`config.mk`:
```
export PLATFORM = sky130hd
export DESIGN_NAME = rr_arbiter4_dec
export DESIGN_NICKNAME = d
export VERILOG_FILES = /design/src/rtl/rr_arbiter4_dec.sv
export SDC_FILE = /design/constraint.sdc
export NUM_CORES = 1
export LEC_CHECK = 0
export CAP_MARGIN = 30
export CORE_UTILIZATION = 45
export CTS_BUF_LIST = sky130_fd_sc_hd__clkbuf_16
export DETAILED_ROUTE_END_ITERATION = 7
export GPL_TIMING_DRIVEN = 1
export PLACE_DENSITY_LB_ADDON = 0.1
export SYNTH_ARGS = -nofsm -noshare
export SYNTH_HDL_FRONTEND = slang
export SYNTH_SLANG_ARGS = --single-unit
```
`constraint.sdc`:
```
create_clock -name clk -period 1.8 [get_ports clk]
set_input_delay 0.36 -clock clk [delete_from_list [all_inputs] [get_ports clk]]
set_output_delay 0.36 -clock clk [all_outputs]
set_load 0.005 [all_outputs]
```
`src/rtl/rr_arbiter4_dec.sv`:
```
// rr_arbiter4_dec: four-requester round-robin arbiter with bounded hold.
// The owner index and valid flag are registered; the one-hot grant is
// derived from them by a 2-to-4 decoder, so the grant can never be
// multi-hot and only changes at clock edges.

// 2-to-4 one-hot decoder with enable; all zeros when disabled.
module decoder2to4withEnable (
    input  logic [1:0] in_i,
    input  logic       en_i,
    output logic [3:0] out_o
);

    // Drive exactly one output bit when enabled.
    always_comb begin
        out_o = 4'b0000;
        if (en_i) begin
            out_o[in_i] = 1'b1;
        end
    end

endmodule

module rr_arbiter4_dec #(
    parameter int HOLD_MAX = 8,
    parameter int CW       = 8
) (
    input  logic       clk,
    input  logic       rst,
    input  logic [3:0] req,
    output logic [3:0] gnt,
    output logic [1:0] gnt_idx,
    output logic       gnt_valid,
    output logic       busy
);

    localparam logic [CW-1:0] HOLD_C = CW'(HOLD_MAX);

    typedef enum logic {
        IDLE  = 1'b0,
        GRANT = 1'b1
    } state_t;

    state_t          state_q;
    logic [1:0]      gnt_idx_q;
    logic            gnt_valid_q;
    logic            busy_q;
    logic [1:0]      ptr_q;
    logic [CW-1:0]   cnt_q;

    logic [3:0]      gnt_dec;
    logic [3:0]      other_req;
    logic            own_req;
    logic [2:0]      any_win;
    logic [2:0]      oth_win;

    // Round-robin scan: first set bit of r starting at p, wrapping mod 4.
    // Result is {found, index}. The loop runs from the farthest offset
    // down so the nearest candidate is the last one written.
    function automatic logic [2:0] rr_scan(input logic [3:0] r, input logic [1:0] p);
        logic [2:0] res;
        logic [1:0] n;
        res = 3'b000;
        for (int i = 3; i >= 0; i--) begin
            n = p + 2'(i);
            if (r[n]) begin
                res = {1'b1, n};
            end
        end
        return res;
    endfunction

    // Hold counter increment that saturates at HOLD_MAX instead of wrapping.
    function automatic logic [CW-1:0] sat_inc(input logic [CW-1:0] c);
        if (c >= HOLD_C) begin
            return HOLD_C;
        end
        return c + 1'b1;
    endfunction

    // The decoder output doubles as the owner mask while a grant is active.
    decoder2to4withEnable u_dec (
        .in_i  (gnt_idx_q),
        .en_i  (gnt_valid_q),
        .out_o (gnt_dec)
    );

    // Winner candidates: any requester, and any requester other than the owner.
    always_comb begin
        own_req   = |(req & gnt_dec);
        other_req = req & ~gnt_dec;
        any_win   = rr_scan(req, ptr_q);
        oth_win   = rr_scan(other_req, ptr_q);
    end

    // Arbitration FSM: grant on request, hold while owner requests,
    // hand over on release, and force rotation after HOLD_MAX under contention.
    always_ff @(posedge clk) begin
        if (rst) begin
            state_q     <= IDLE;
            gnt_idx_q   <= 2'd0;
            gnt_valid_q <= 1'b0;
            busy_q      <= 1'b0;
            ptr_q       <= 2'd0;
            cnt_q       <= '0;
        end else begin
            case (state_q)
                IDLE: begin
                    if (any_win[2]) begin
                        gnt_idx_q   <= any_win[1:0];
                        gnt_valid_q <= 1'b1;
                        busy_q      <= 1'b1;
                        cnt_q       <= CW'(1);
                        ptr_q       <= any_win[1:0] + 2'd1;
                        state_q     <= GRANT;
                    end
                end
                GRANT: begin
                    if (!own_req) begin
                        if (oth_win[2]) begin
                            // Owner released while others wait: hand over with no dead cycle.
                            gnt_idx_q <= oth_win[1:0];
                            cnt_q     <= CW'(1);
                            ptr_q     <= oth_win[1:0] + 2'd1;
                        end else begin
                            // Nobody left: go idle, keep the last index visible.
                            gnt_valid_q <= 1'b0;
                            busy_q      <= 1'b0;
                            cnt_q       <= '0;
                            state_q     <= IDLE;
                        end
                    end else if ((cnt_q >= HOLD_C) && oth_win[2]) begin
                        // Hold budget used up and someone is waiting: preempt.
                        gnt_idx_q <= oth_win[1:0];
                        cnt_q     <= CW'(1);
                        ptr_q     <= oth_win[1:0] + 2'd1;
                    end else begin
                        cnt_q <= sat_inc(cnt_q);
                    end
                end
                default: begin
                    state_q     <= IDLE;
                    gnt_valid_q <= 1'b0;
                    busy_q      <= 1'b0;
                    cnt_q       <= '0;
                end
            endcase
        end
    end

    assign gnt       = gnt_dec;
    assign gnt_idx   = gnt_idx_q;
    assign gnt_valid = gnt_valid_q;
    assign busy      = busy_q;

endmodule

```
==> results.toml, run 1 <==
[clock_network]
postCtsHoldBufs = 0
htree_levels = 1
cts_buffer_depth = 2
clk_latency_ns = 0.24
root_buffer = "clkbuf_16"
clock_sinks = 14
cts_buffers = 3
cts_tree = "yes"
cts.clk_slew.worst_paths_ns = 0.04

[yosys]
ys_seq_elements = 14
postSynthCellCount = 139
ys_warn_count = 0
syn_nets = 147
synth_edf_count = 0
syn_avg_cell_area_um2 = 8.083
synth-async-reset-ratio_pct = 0
synth-main-ff-cell = "dfxtp_1"
ys_types = 51
synth-seq-area-share_pct = 24.94
synth_area_um2 = 1124

[layout]
multi_input_area_um2 = 789.5
final_nets = 193
finish.utilization_pct = 72.57
synthToLayoutAreaGrowth_pct = 46.99
antenna-diode-count = 0
nFillCells = 185
drive_gt1_share_pct = 37.16
seqCellArea_um2 = 292.8

[job]
drv_cap = 0

[critical_path]
regToRegStartpoint = "gnt_idx[0]"
reg2reg_to = "ptr_q[1]"
slowest_stage = "dfxtp_4"
crit_type = "register to register"
end_kind = "register"
ff2ff_path_depth = 8
crit_chain = "buf_6 > buf_4 > mux2_2 > o22ai_1 > o21ai_1 > a21oi_4 > nor3_1 > a221o_1"
crit_cells = 8
crit_buf_inv = 2
critPathTopFamily = "compound AO/OA/AOI/OAI gates"
worstPathRequired_ns = 1.93
r2r_setup_slack_ns = -0.20
path_max_fanout = 7
slowest_delay_ns = 0.38
worst_ep_arrival_time_ns = 2.12
worstSetupStartpointType = "register"

[detailed_routing]
ant_nets = 0
first_iter_violations = 25
route.detailed.drc = 0
vias = 1191
drt_wl_total_um = 2885
routedWlPerCell_um = 13.67
firstDrtPassIters = 4
viasPerCell = 5.645

[worst_hold_path]
holdCritPathClass = "register to register"
hold_end = "cnt_q[5]"
whs_path_depth = 2
min_from = "cnt_q[5]"

[floorplan]
io_pins = 14
die_area_um2 = 2701
core_um2 = 2276
fp-row-count = 17
initial_core_util_pct = 49.37
die_height_um = 51.97
die-width_um = 51.97

[power]
p_leak_nw = 0.7086
peakVddDrop_mv = 0.9616
power_density_nw_per_um2 = 809.9

[global_route]
grt_overflow = 0
grt_max_degree = 11
antenna_found_initial = 0
grt_pass1_vias = 1087
grt_use_total_pct = 24.37
grt_pass1_wl_um = 4836

[outcome]
status = "finished, violations left"
violations = "negative setup slack"

[timing]
period_minus_slack_ns = 1.996
setup_viol = 4
fin_worst_skew_ns = 0.0004428
slew_headroom_pct = 69.99
worst_pin_slew_ns = 0.4489
final.setup.worst_slack_ns = -0.1964
slew_violations = 0
hold_violations = 0
max_freq_mhz = 500.9
setup_total_negative_slack_ns = -0.4514
grt_setup_unrepaired = "yes"
min_period_over_period_pct = 110.9

[placed_design]
detailed_place_hpwl_um = 2172
port_buffers = 13
dp_worst_setup_slack_ns = -0.6046
gp_congestion = 0.8707
[worst register-to-register path, stage by stage, from the launching register on]
cell and delay (ns):
dfxtp_4 0.38, buf_6 0.12, buf_4 0.10, mux2_2 0.32, o22ai_1 0.13, o21ai_1 0.15
a21oi_4 0.26, nor3_1 0.09, a221o_1 0.34
[synthesized netlist by cell type, drive strengths merged, types with 2 or more instances]
cell	n	area, um^2
clkbuf	4	35.04
nand4	2	12.51
a21o	3	22.52
nor2b	2	12.51
nand2	8	30.03
a21oi	11	66.32
o211ai	3	22.52
nor2	19	71.32
nor3	3	15.01
dfxtp	14	280.3
a32oi	2	17.52
nand2b	7	43.79
and3	2	17.52
a22oi	2	15.01
mux2	2	22.52
a211oi	4	47.54
nor3b	2	15.01
or3b	2	17.52
ha	2	25.02
nand3	3	15.01
inv	10	37.54
o21ai	5	25.02
buf	6	47.54
[cells in the final DEF (no fill, tap or decap), types with 2 or more instances in the layout]
| master | count |
|---|---|
| nor2_2 | 3 |
| nand2_1 | 8 |
| buf_4 | 35 |
| nor3_1 | 3 |
| ha_1 | 2 |
| buf_6 | 3 |
| a21oi_1 | 9 |
| nor3b_1 | 2 |
| clkbuf_16 | 3 |
| o21ai_0 | 4 |
| o211ai_1 | 3 |
| dfxtp_4 | 3 |
| clkdlybuf4s50_1 | 5 |
| dlygate4sd2_1 | 6 |
| nand2b_1 | 6 |
| nor2_1 | 15 |
| a21o_1 | 3 |
| nand4_1 | 2 |
| nand3_1 | 2 |
| inv_1 | 10 |
| a211oi_1 | 2 |
| dfxtp_1 | 10 |
| and3_4 | 2 |
[worst max path at each step]
stage,startpoint,to
after global routing,gnt_idx[0],ptr_q[1]
after global placement,req[3],ptr_q[1]
after detailed placement,req[0],ptr_q[1]
final,gnt_idx[0],ptr_q[1]
after floorplan,gnt_idx[0],ptr_q[1]
after CTS,gnt_idx[0],ptr_q[1]
[layout make-up]
type	instances	share of cell area [%]
timing repair buffer	51	25.53
sequential	14	17.73
multi-input combinational	105	47.80
clock buffer	3	4.545
inverter	10	2.273
tap	28	2.121
[per-layer routing]
metal	GRT usage, %	vias up	share of wire (%)
met5	0	-	0
met4	3.604	0	0
met3	6.140	0	4.6
met2	38.25	27	46
met1	33.93	567	50
li1	-	597	-
[power by group]
part	total (mW)	switching, mW	internal (mW)
logic	0.536	0.230	0.305
clock network	0.406	0.116	0.290
registers	0.396	0.0543	0.342
[sequential cells by signal, summed over array words and instances, names as in the netlist]
| name | cells |
|---|---|
| cnt_q | 8 |
| gnt_idx | 2 |
| busy | 1 |
| ptr_q | 2 |
| state_q | 1 |
[stage by stage]
stage	instance area [um^2]	std cells	power, mW	hold WS, ns
final	1652	211	1.338	0.4412
after global routing	1652	211	1.415	0.4642
after CTS	1608	209	1.308	0.4438
after detailed placement	1470	204	0.8667	0.4369
after global placement	1470	204	0.8549	0.4293
after floorplan	1139	139	0.6748	0.4186
[cells by family (layout without fill, tap and decap cells)]
logic type,Yosys count,in the layout,synth area share [%]
simple gates,58,58,29.06
compound gates,39,39,26.28
buf+inv,20,64,10.69
flops,14,14,24.94
mux,4,4,5.234
fa+ha+maj,2,2,2.227
xor+xnor,2,2,1.559
[timing repair]
action / CTS / global route
hold endpoints to repair: 0 / 0
pin swaps: 10 / 7
gates resized for setup: 24 / 11
setup buffers: 2 / 2
setup endpoints to repair: 17 / 13
Note: power is estimated with default switching activity, not from simulation.
==> run 2, diff against run 1 <==
CELL_PAD_IN_SITES_DETAIL_PLACEMENT = 0   (was not set)
CELL_PAD_IN_SITES_GLOBAL_PLACEMENT = 1   (was not set)
CORE_UTILIZATION = 36   (was 45)
TNS_END_PERCENT = 5   (was not set)
==> results.toml, run 2 (synthesis gave the netlist of run 1 again) <==
[timing]
min_period_over_period_pct = 106.8
hold_violations = 0
setup_viol = 3
grt_setup_unrepaired = "yes"
worst_pin_slew_ns = 0.3303
max_freq_mhz = 520.1
fin_worst_skew_ns = 0.001315
slew_violations = 0
period_minus_slack_ns = 1.923
final.setup.worst_slack_ns = -0.1226
slew_headroom_pct = 77.75

[critical_path]
worstSetupStartpointType = "register"
slowest_stage = "dfxtp_4"
critPathTopFamily = "compound AO/OA/AOI/OAI gates"
worstPathRequired_ns = 1.93
cp_common_cell = "buf_4"
end_kind = "register"
crit_type = "register to register"
crit_chain = "buf_4 > buf_4 > nand2b_1 > a21oi_1 > o211ai_1 > and3_4 > a211oi_4 > buf_4 > nor4b_2 > a221o_1"
slowest_delay_ns = 0.36
worst_ep_arrival_time_ns = 2.05
path_max_fanout = 6
crit_buf_inv = 3

[layout]
post-route-cell-area_um2 = 1640
synthToLayoutAreaGrowth_pct = 45.99
nFillCells = 274
mostFrequentLayoutCell = "buf_4"
largest_reg_flops = 8
mostFrequentLayoutCells = "37 x buf_4, 16 x nor2_1, 10 x inv_1, 10 x a21oi_1, 10 x dfxtp_1"
multi_input_area_um2 = 780.7
drive_gt1_share_pct = 36.96
stdcell_count = 215
antenna-diode-count = 0
regMostFlops = "cnt_q"
seqCellArea_um2 = 292.8
final_nets = 193

[placed_design]
gp_congestion = 0.8723
placed_area_um2 = 1456
detailed_place_hpwl_um = 2170
dp_worst_setup_slack_ns = -0.6484
dp.cells = 205
port_buffers = 13

[outcome]
violations = "design-rule violations, negative setup slack"
status = "finished, violations left"

[job]
drv_cap = 0

[global_route]
grt_pass1_vias = 1044
grt_max_degree = 11
grt_overflow = 0
antenna_found_initial = 0
grt_use_total_pct = 18.78
grt_pass1_wl_um = 4871

[power]
p_leak_nw = 0.6933
finalPower_mw = 1.329
peakVddDrop_mv = 0.5602
power_density_nw_per_um2 = 810.2

[floorplan]
fp-row-count = 19
core_um2 = 2853
die_height_um = 57.87
die_area_um2 = 3348
die-width_um = 57.87
io_pins = 14
initial_core_util_pct = 39.39

[detailed_routing]
route.detailed.drc = 2
viasPerCell = 5.335
dr_wl_met2_um = 1274
routedWlPerCell_um = 13.40
wl_met3_um = 109
ant_nets = 0
drt_wl_total_um = 2880
vias = 1147
first_iter_violations = 31
drt-met1-wl_um = 1496
firstDrtPassIters = 7
highest_layer = "met3"

[worst_hold_path]
holdCritPathClass = "register to register"

[clock_network]
clk_latency_ns = 0.24
cts_tree = "yes"
cts_buffer_depth = 2
clock_sinks = 14
htree_levels = 1
root_buffer = "clkbuf_16"
cts_buffers = 3
cts.clk_slew.worst_paths_ns = 0.04
==> run 2: final timing paths <==
kind,start,endpoint,slack [ns],cells past startpoint
min,cnt_q[7],cnt_q[7],0.46,2
min reg2reg,cnt_q[7],cnt_q[7],0.46,2
max reg2reg,busy,ptr_q[1],-0.12,10
max,busy,ptr_q[1],-0.12,10
==> run 2: routing by layer <==
layer  vias to the layer above  GRT usage [%]
met4                         0          2.041
met3                         0          4.688
met2                        23          27.59
met1                       532          28.47
met5                         -              0
li1                        592              -
==> run 2: area by class of cell <==
| type | count | share of cell area, % |
|---|---|---|
| Timing Repair Buffer | 51 | 25.10 |
| Clock buffer | 3 | 4.577 |
| Multi-Input combinational cell | 105 | 47.60 |
| Clock inverter | 1 | 0.2288 |
| Inverter | 10 | 2.288 |
| Tap cell | 31 | 2.365 |
| Sequential cell | 14 | 17.85 |
==> run 2: stage by stage <==
stage          TNS [ns]  util (%)  hold WS [ns]
3_3_place_gp     -5.813     51.05        0.4424
4_1_cts         -0.2834     56.49        0.4703
6_report        -0.2276     57.50        0.4597
3_5_place_dp     -6.068     51.05        0.4600
5_1_grt         -0.6444     57.50        0.4933
2_1_floorplan  -0.08912         -        0.4186
==> run 2: worst reg2reg max path: cells and delay by family, from the launching register on <==
kind            cells  cell delay, ns
simple gates        3            0.44
flops               1            0.36
buf+inv             3            0.45
compound gates      4            0.56
==> run 2: power breakdown <==
group,switching [mW],internal (mW),leakage [nW]
sequential,0.0563,0.342,0.117
clock,0.120,0.293,0.0385
combinational,0.221,0.297,0.538
==> run 2: timing repair <==
item | in CTS | in global routing
hold buffers | 0 | 0
pin swaps | 5 | 6
setup buffers | 4 | 2
endpoints found under the hold margin | 0 | 0
resized for setup | 31 | 4
setup endpoints to repair | 16 | 11
==> run 3, diff against run 2 <==
CORE_UTILIZATION = 41   (was 36)
DONT_BUFFER_PORTS = 1   (was not set)
==> results.toml, run 3 (synthesis gave the netlist of run 1 again) <==
[clock_network]
htree_levels = 1
cts.clk_slew.worst_paths_ns = 0.05
clk_latency_ns = 0.24
postCtsHoldBufs = 0
cts_tree = "yes"
cts_buffers = 3
clock_sinks = 14
root_buffer = "clkbuf_16"
cts_buffer_depth = 2

[placed_design]
gp_congestion = 0.8490
detailed_place_hpwl_um = 1976
port_buffers = 0
dp_worst_setup_slack_ns = -0.1838

[critical_path]
crit_type = "register to register"
ff2ff_path_depth = 7
end_kind = "register"
r2r_setup_slack_ns = -0.09
slowest_stage = "or3b_4"
worst_ep_arrival_time_ns = 2.02
worstPathRequired_ns = 1.93
regToRegStartpoint = "gnt_idx[0]"
critPathTopFamily = "compound AO/OA/AOI/OAI gates"
slowest_delay_ns = 0.40
reg2reg_to = "ptr_q[1]"
crit_buf_inv = 2
path_max_fanout = 11
worstSetupStartpointType = "register"
crit_chain = "buf_4 > inv_2 > o21ai_1 > o211ai_1 > a21oi_1 > or3b_4 > a221o_1"

[worst_hold_path]
min_from = "rst"
holdCritPathClass = "primary input to register"
hold_end = "gnt_idx[1]"
whs_path_depth = 1

[global_route]
grtUsageMet1_pct = 30.96
grtUsageMet2_pct = 28.86
antenna_found_initial = 0
grt_use_total_pct = 20.20
met3_usage_pct = 4.444
grt_pass1_wl_um = 4291
grt_pass1_vias = 926
grt_max_degree = 17
grt_overflow = 0
top_usage_layer = "met1"

[timing]
worst_pin_slew_ns = 0.4241
fin_worst_skew_ns = 0.005314
setup_viol = 2
final.setup.worst_slack_ns = -0.09192
slew_headroom_pct = 71.49
period_minus_slack_ns = 1.892
max_freq_mhz = 528.6
hold_violations = 0
slew_violations = 0
grt_setup_unrepaired = "yes"
min_period_over_period_pct = 105.1

[floorplan]
io_pins = 14
die-width_um = 54.35
core_um2 = 2522
die_area_um2 = 2954
die_height_um = 54.35
fp-row-count = 18
initial_core_util_pct = 44.54

[layout]
synthToLayoutAreaGrowth_pct = 24.83
mostFrequentLayoutCells = "26 x buf_4, 17 x nor2_1, 10 x a21oi_1, 10 x dfxtp_1, 9 x inv_1"
drive_gt1_share_pct = 33.33
largest_reg_flops = 8
antenna-diode-count = 0
final_nets = 168
regMostFlops = "cnt_q"
finish.utilization_pct = 55.61
mostFrequentLayoutCell = "buf_4"

[detailed_routing]
first_iter_violations = 24
drt_wl_total_um = 2665
ant_nets = 0
routedWlPerCell_um = 14.10
route.detailed.drc = 0
vias = 1058
firstDrtPassIters = 4
viasPerCell = 5.598

[outcome]
violations = "negative setup slack"
status = "finished, violations left"

[power]
p_leak_nw = 0.5653
peakVddDrop_mv = 0.7293
power_density_nw_per_um2 = 865.7

[job]
drv_cap = 0
run 3: power by group:
part / switching, mW / total, mW / internal, mW
combinational: 0.168 / 0.396 / 0.227
clock: 0.126 / 0.420 / 0.294
sequential: 0.0572 / 0.399 / 0.342
total: 0.352 / 1.21 / 0.863
run 3: worst max-delay path by stage:
stage | depth (start not counted) | slack (ns) | end | startpoint
floorplan | 8 | -0.06 | ptr_q[1] | gnt_idx[0]
global placement | 7 | -0.16 | ptr_q[0] | busy
detailed placement | 6 | -0.18 | ptr_q[1] | gnt_idx[0]
CTS | 7 | -0.08 | ptr_q[1] | busy
global route | 6 | -0.16 | ptr_q[1] | gnt_idx[1]
finish | 7 | -0.09 | ptr_q[1] | gnt_idx[0]
run 3: repair_timing:
action,4_1_cts,5_1_grt
pin swaps,3,1
resized for setup,15,3
setup buffers,1,0
endpoints found under the setup margin,6,8
endpoints found under the hold margin,0,0
run 3: cell type report:
cell class	instances	area [um^2]
flip-flops and latches	14	292.8
multi-input cells	105	760.7
inverters	10	37.54
fillers	252	1120
clock inverters	1	3.754
clock buffers	3	75.07
repair buffers	26	195.2
well taps	30	37.54
run 3: per-stage QoR:
step                      hold WS (ns)  std cells  total power, mW  cell area [um^2]  setup TNS [ns]
after global placement          0.4345        184           0.7735              1272         -0.5302
after floorplan                 0.4186        139           0.6711              1132        -0.08912
after CTS                       0.1739        189            1.215              1391         -0.1263
final                           0.1757        189            1.214              1403         -0.1726
after global routing            0.1687        189            1.285              1403         -0.5216
after detailed placement        0.4343        184           0.7732              1272         -0.4951
run 3: worst reg2reg max path: cells and delay by family (launching register included):
kind                   cells  cell delay (ns)
AOI/OAI and AO/OA          4             0.78
buffers and inverters      2             0.22
and+or+nand+nor            1             0.40
DFF                        1             0.38
run 3: metal layers:
metal  wire (um)  vias up
met3          95        0
met4           0        0
met5           0        -
met2        1164       21
met1        1405      495
li1            -      542
